===== src/rtl/spike_window_counter.sv =====
// Multi-channel windowed spike counter: counts per-channel spike events over a
// fixed window, then latches the counts and the argmax (winning) channel.
module spike_window_counter #(
   parameter  int NUM_INPUTS    = 1,
   parameter  int COUNTER_SIZE  = 4,
   parameter  int WINDOW_CYCLES = 16,
   parameter  int EDGE_DETECT   = 1,
   parameter  int SATURATE      = 1,
   parameter  int CONTINUOUS    = 0,
   localparam int IDX_W         = (NUM_INPUTS > 1) ? $clog2(NUM_INPUTS) : 1
) (
   input  logic                               clk,
   input  logic                               rst,
   input  logic [NUM_INPUTS-1:0]              spike_in,
   input  logic                               start,
   input  logic                               abort,
   output logic                               busy,
   output logic                               count_valid,
   output logic [NUM_INPUTS*COUNTER_SIZE-1:0] counter_out,
   output logic [IDX_W-1:0]                   winner_idx,
   output logic                               winner_valid
);

   localparam int                WC_W    = (WINDOW_CYCLES > 1) ? $clog2(WINDOW_CYCLES) : 1;
   localparam logic [WC_W-1:0]   WC_LAST = WC_W'(WINDOW_CYCLES - 1);
   localparam logic [COUNTER_SIZE-1:0] CNT_MAX = '1;

   typedef enum logic {S_IDLE, S_RUN} state_t;

   state_t                               state_q, state_d;
   logic [NUM_INPUTS-1:0]                spike_prev_q;
   logic [NUM_INPUTS-1:0]                ev;
   logic [COUNTER_SIZE-1:0]              live_q [NUM_INPUTS];
   logic [COUNTER_SIZE-1:0]              live_d [NUM_INPUTS];
   logic [COUNTER_SIZE-1:0]              sum    [NUM_INPUTS];
   logic [WC_W-1:0]                      wcnt_q, wcnt_d;
   logic [NUM_INPUTS*COUNTER_SIZE-1:0]   counter_out_q, counter_out_d, final_flat;
   logic [IDX_W-1:0]                     winner_idx_q, winner_idx_d, argmax;
   logic                                 winner_valid_q, winner_valid_d;
   logic                                 count_valid_q, count_valid_d;
   logic [COUNTER_SIZE-1:0]              best;
   logic                                 last_edge;

   // sum[] is the live count with this cycle's event folded in; at the last
   // edge it is the final window count, so the last sample is never lost.
   genvar gi;
   generate
      for (gi = 0; gi < NUM_INPUTS; gi++) begin : g_ch
         assign ev[gi]  = (EDGE_DETECT != 0) ? (spike_in[gi] & ~spike_prev_q[gi]) : spike_in[gi];
         assign sum[gi] = (ev[gi] && !((SATURATE != 0) && (live_q[gi] == CNT_MAX)))
                          ? live_q[gi] + 1'b1 : live_q[gi];
         assign final_flat[gi*COUNTER_SIZE +: COUNTER_SIZE] = sum[gi];
      end
   endgenerate

   // Strict '>' keeps the first (lowest) index on ties.
   always_comb begin
      argmax = '0;
      best   = sum[0];
      for (int i = 1; i < NUM_INPUTS; i++) begin
         if (sum[i] > best) begin
            best   = sum[i];
            argmax = IDX_W'(i);
         end
      end
   end

   assign last_edge = (wcnt_q == WC_LAST);

   always_comb begin
      state_d        = state_q;
      live_d         = live_q;
      wcnt_d         = wcnt_q;
      counter_out_d  = counter_out_q;
      winner_idx_d   = winner_idx_q;
      winner_valid_d = winner_valid_q;
      count_valid_d  = 1'b0;
      case (state_q)
         S_IDLE: begin
            if (start && !abort) begin
               state_d = S_RUN;
               wcnt_d  = '0;
            end
         end
         S_RUN: begin
            if (abort) begin
               state_d = S_IDLE;
               wcnt_d  = '0;
               for (int i = 0; i < NUM_INPUTS; i++) live_d[i] = '0;
            end else if (last_edge) begin
               counter_out_d  = final_flat;
               winner_idx_d   = argmax;
               winner_valid_d = |final_flat;
               count_valid_d  = 1'b1;
               wcnt_d         = '0;
               for (int i = 0; i < NUM_INPUTS; i++) live_d[i] = '0;
               state_d        = (CONTINUOUS != 0) ? S_RUN : S_IDLE;
            end else begin
               live_d = sum;
               wcnt_d = wcnt_q + 1'b1;
            end
         end
         default: state_d = S_IDLE;
      endcase
   end

   always_ff @(posedge clk) begin
      if (rst) begin
         state_q        <= S_IDLE;
         spike_prev_q   <= '0;
         wcnt_q         <= '0;
         counter_out_q  <= '0;
         winner_idx_q   <= '0;
         winner_valid_q <= 1'b0;
         count_valid_q  <= 1'b0;
         for (int i = 0; i < NUM_INPUTS; i++) live_q[i] <= '0;
      end else begin
         state_q        <= state_d;
         spike_prev_q   <= spike_in;
         wcnt_q         <= wcnt_d;
         counter_out_q  <= counter_out_d;
         winner_idx_q   <= winner_idx_d;
         winner_valid_q <= winner_valid_d;
         count_valid_q  <= count_valid_d;
         live_q         <= live_d;
      end
   end

   assign busy         = (state_q == S_RUN);
   assign count_valid  = count_valid_q;
   assign counter_out  = counter_out_q;
   assign winner_idx   = winner_idx_q;
   assign winner_valid = winner_valid_q;

endmodule


===== config.mk =====
export PLATFORM = sky130hd
export DESIGN_NAME = spike_window_counter
export DESIGN_NICKNAME = d
export VERILOG_FILES = /design/src/rtl/spike_window_counter.sv
export SDC_FILE = /design/constraint.sdc
export NUM_CORES = 1
export LEC_CHECK = 0
export ABC_CLOCK_PERIOD_IN_PS = 2000
export BUFFER_PORTS_ARGS = -buffer_cell sky130_fd_sc_hd__buf_2
export CAP_MARGIN = 20
export CORE_MARGIN = 2
export CORE_UTILIZATION = 56
export CTS_BUF_LIST = sky130_fd_sc_hd__clkbuf_4
export DETAILED_ROUTE_END_ITERATION = 8
export GPL_ROUTABILITY_DRIVEN = 0
export PLACE_DENSITY = 0.8
export SLEW_MARGIN = 20
export SYNTH_ARGS = -nofsm -noshare
export SYNTH_HDL_FRONTEND = slang
export SYNTH_SLANG_ARGS = --single-unit
export TNS_END_PERCENT = 50

===== constraint.sdc =====
create_clock -name clk -period 2 [get_ports clk]
set_input_delay 0.1 -clock clk [delete_from_list [all_inputs] [get_ports clk]]
set_output_delay 0.1 -clock clk [all_outputs]
set_load 0.005 [all_outputs]

## Word-level counts from Yosys, hierarchy flattened

Index checks and enable logic that the tools add are counted.

- Bits in read-only memories: 0
- Bits in writable memories: 0
- Flip-flop bits (word level): 16
- Bits of input ports: 5
- Latch bits: 0
- Memories: 0
- Logic and storage cells: 35

- Eq/ne operators: 3
- Divide/modulo/power cells: 0
- Magnitude comparators: 0
- Muxes and demuxes: 12
- Shifts and indexed selects: 0
- Multiply operators: 0
- Add/subtract/negate cells: 2
- Reduce and logical (&&, ||, !) cells: 7
- Bitwise logic cells: 4

Operators by type and width:

| operator | count |
|---|---|
| $mux 4 | 6 |
| $add 4x1->4 const B | 2 |
| $eq 4x4->1 const B | 2 |
| $pmux 4 s2 | 1 |
| $mux 1 | 4 |
| $reduce_or 4->1 | 1 |
| $not 1->1 | 3 |
| $reduce_and 3->1 | 1 |
| $reduce_or 3->1 | 1 |
| $logic_and 1x1->1 | 2 |
| $logic_not 1->1 | 2 |
| $ne 2x2->1 const B | 1 |
| $pmux 1 s2 | 1 |
| $and 1x1->1 | 1 |

## Longest topological paths before layout

- Depth in word-level cells: 6
- Gate-level depth with buffers: 5
- Depth with buffers taken out: 5

## Least setup slack after synthesis

No wires, ideal clock.

- Kind: register -> register
- From: register live_q[0] in the netlist's numbering
- To: register winner_valid_q, in the netlist winner_valid
- Cell stages (with the launch flop): 6
- Arrival: 1380 ps
- Slack: 487 ps
- Cell sequence: dfxtp_1 > ha_1 > nand3_2 > a211o_2 > a221oi_2 > a211oi_1

- Word-level cells in the longest chain between the ends: 5
- Elaborated cells between the ends (all ways): 6

RTL lines:

| what | RTL line | text |
|---|---|---|
| start: declaration | 33 | `logic [COUNTER_SIZE-1:0] live_q [NUM_INPUTS];` |
| start signal: assignment | 125 | `live_q <= live_d;` |
| branches (longest 3 deep; another with $add 4x1->4) | n/a |  |
| $mux 4 * | 51 | `? live_q[gi] + 1'b1 : live_q[gi];` |
| $reduce_or 4->1 * | 93 | `winner_valid_d = \|final_flat;` |
| end signal: assignment | 123 | `winner_valid_q <= winner_valid_d;` |
| end: declaration | 39 | `logic winner_valid_q, winner_valid_d;` |

Every way passes the cells marked *.
A chain may end at the register's enable or synchronous reset.

## Worst setup path in the final report

Ends and elaborated chain as after synthesis.

==> flow_summary.ini <==
[run_status]
status = complete, no violations

[routing]
firstDrtPassIters = 4
route.detailed.drc = 0
finalWirelength_um = 1472
initialDrtViolationCount = 18
viasPerCell = 5.965
wl_per_cell_um = 12.91
vias = 680
ant_nets = 0

[placement]
io_buffer_count = 11
hpwl_um = 1080
postPlaceCellArea_um2 = 827.0

[cts]
ctsHoldBuffers = 0
post_cts_buffers = 0
h-tree-depth = 1
clk_latency_ns = 0.29
clock-sinks = 16
cts-root-buf = clkbuf_4
cts_resized = 0
cts_tree = yes
cts.reportedPaths.clkPinSlew_ns = 0.09
cts_buffer_depth = 2
cts_made_buffers = 3

[synthesis]
async_flop_share_pct = 0
synth_compound_area_share_pct = 21.01
synthMuxAreaShare_pct = 1.466
netlist_area_um2 = 768.2
synthCells = 87
ys.flop_type = dfxtp_1
yosys_warnings = 0
synthesis.nets = 94
ys_seq_elements = 16
synth-xor-area-share_pct = 2.280
synth_fa_ha_area_share_pct = 3.257
synth_top_family_by_area = simple AND/OR/NAND/NOR gates
synth_seq_area_share_pct = 41.69
syn-mean-instance-area_um2 = 8.830
synth_edf_count = 0
synth_cell_type_count = 34
synthSimpleGateAreaFrac_pct = 27.36

[setup_path]
critPathMaxStageDelay_ns = 0.45
critical_path_class = reg -> reg
cp_max_fo = 7
slowest_stage = dfxtp_1
endpoint_kind = flop
path_cells = ha_1 > nand3_2 > a211o_2 > a221oi_2 > a211oi_1
required_ns = 2.17
arrival_ns = 1.83
start_kind = flop

[global_route]
grt-ovfl-total = 0
grt_max_degree = 17
antenna_found_initial = 0
grt_usage_pct = 20.58
grt_pass1_vias = 538
grt_pass1_wl_um = 2228

[power_and_ir_drop]
vdd_ir_drop_max_mv = 0.4102
p_leak_nw = 0.3475
power_density_nw_per_um2 = 627.4

[layout]
diodes = 0
area_growth_pct = 11.07
final_layout_size_suffix_gt1_share_pct = 22.22
final_area_um2 = 853.3
finalNetCount = 107

[floorplan]
rows = 13
die_x_um = 41.04
ios = 13
start_util_pct = 59.79
placeableCoreArea_um2 = 1285
die_area_um2 = 1684
die_y_um = 41.04

[sta]
min_period_ns = 1.666
hold_violations = 0
fmax_mhz = 600.1
post-route-period-util_pct = 83.31
rsz0062_at_grt = false
finalSetupViolCount = 0
skew_ns = 0.002219
finalSetupTns_ns = 0
drv_slew = 0

[hold_path]
min_path_type = in -> reg

[run]
maxCapViolCount = 0
cell usage in the layout (no fill, tap or decap), drive strengths merged, types with 2 or more instances in the layout:
master,synthesis,final
nor3,2,2
nand3,4,4
a21oi,6,6
o21ai,5,5
nand4b,2,2
dfxtp,16,16
ha,2,2
a311oi,2,2
nand2b,3,3
a211oi,3,3
nand2,3,3
nor2,15,15
nand4,2,2
clkbuf,2,3
a32oi,3,3
buf,1,11
xor2,2,2
metal layers:
metal	part of all wire (%)	wire length, µm	up-vias	global-route usage [%]
met5	0	0	-	0
met4	1.6	23	0	12.50
met3	3.7	54	4	3.261
met2	48	712	15	31.64
met1	46	681	317	26.56
li1	-	-	344	-
path summary, 6_finish.rpt:
path                                                  start                     endpoint  slack (ns)  cells after the start
worst max register to register       live_q[0]$_SDFFE_PP0P_    winner_valid$_SDFFE_PP0P_        0.33                      5
worst max-delay path                 live_q[0]$_SDFFE_PP0P_    winner_valid$_SDFFE_PP0P_        0.33                      5
worst min-delay path                               spike_in      spike_prev_q$_SDFF_PP0_        0.06                      2
worst min register to register  counter_out[3]$_SDFFE_PP0P_  counter_out[3]$_SDFFE_PP0P_        0.48                      2
area by class of cell:
cell class                 instances  area [µm²]
clock inverter                     1       3.754
sequential                        16       320.3
tap                               15       18.77
fill                             113       431.7
timing repair buffer              11       55.05
clock buffer                       3       22.52
multi-input combinational         67       429.2
inverter                           1       3.754
power breakdown:
| part | switching, mW | internal, mW |
|---|---|---|
| registers | 0.00330 | 0.322 |
| clock network | 0.100 | 0.0726 |
| logic | 0.0229 | 0.0148 |
| total | 0.126 | 0.409 |
sequential cells by signal (all words and copies together), names as in the netlist:
name	count
live_q	4
wcnt_q	4
busy	1
winner_valid	1
count_valid	1
counter_out	4
spike_prev_q	1
worst max-delay path, delay by kind of cell, from the launching register on:
kind            cells  cell delay, ns
compound gates      3            0.71
flops               1            0.45
fa+ha+maj           1            0.24
simple gates        1            0.15
kinds of logic (layout without fill, tap and decap cells):
family                   count (synthesis)  count (layout)
buffers and inverters                    4              16
AND/OR/NAND/NOR                         38              38
AO/OA/AOI/OAI                           23              23
adder cells (fa/ha/maj)                  2               2
flip-flops                              16              16
XOR/XNOR                                 2               2
multiplexers                             1               1
other                                    1               1
synthesized netlist by cell type, types with 2 or more instances:
library cell  number  area, µm²
a21oi_1            6      30.03
xor2_1             2      17.52
nor3_1             2      10.01
nand4b_1           2      17.52
dfxtp_1           16      320.3
nand4_1            2      12.51
nand2_1            2      7.510
a211oi_1           3      22.52
ha_1               2      25.02
nand2b_1           3      18.77
nor2_1            14      52.55
a311oi_1           2      17.52
nand3_1            3      15.01
a32oi_1            3      26.28
clkbuf_1           2      7.510
o21ai_0            5      25.02
metrics by stage:
step / instances / util, % / setup slack (ns) / hold WS (ns) / power, mW
after floorplan: 87 / - / 0.4868 / 0.1691 / 0.3588
after global placement: 110 / 64.36 / 0.4161 / 0.3544 / 0.3687
after detailed placement: 110 / 64.36 / 0.3682 / 0.3567 / 0.3700
after CTS: 114 / 66.41 / 0.3525 / 0.05439 / 0.5424
after global routing: 114 / 66.41 / 0.2468 / 0.07602 / 0.5548
final: 114 / 66.41 / 0.3337 / 0.06202 / 0.5354
No activity file was read; power rests on OpenSTA's default activity.
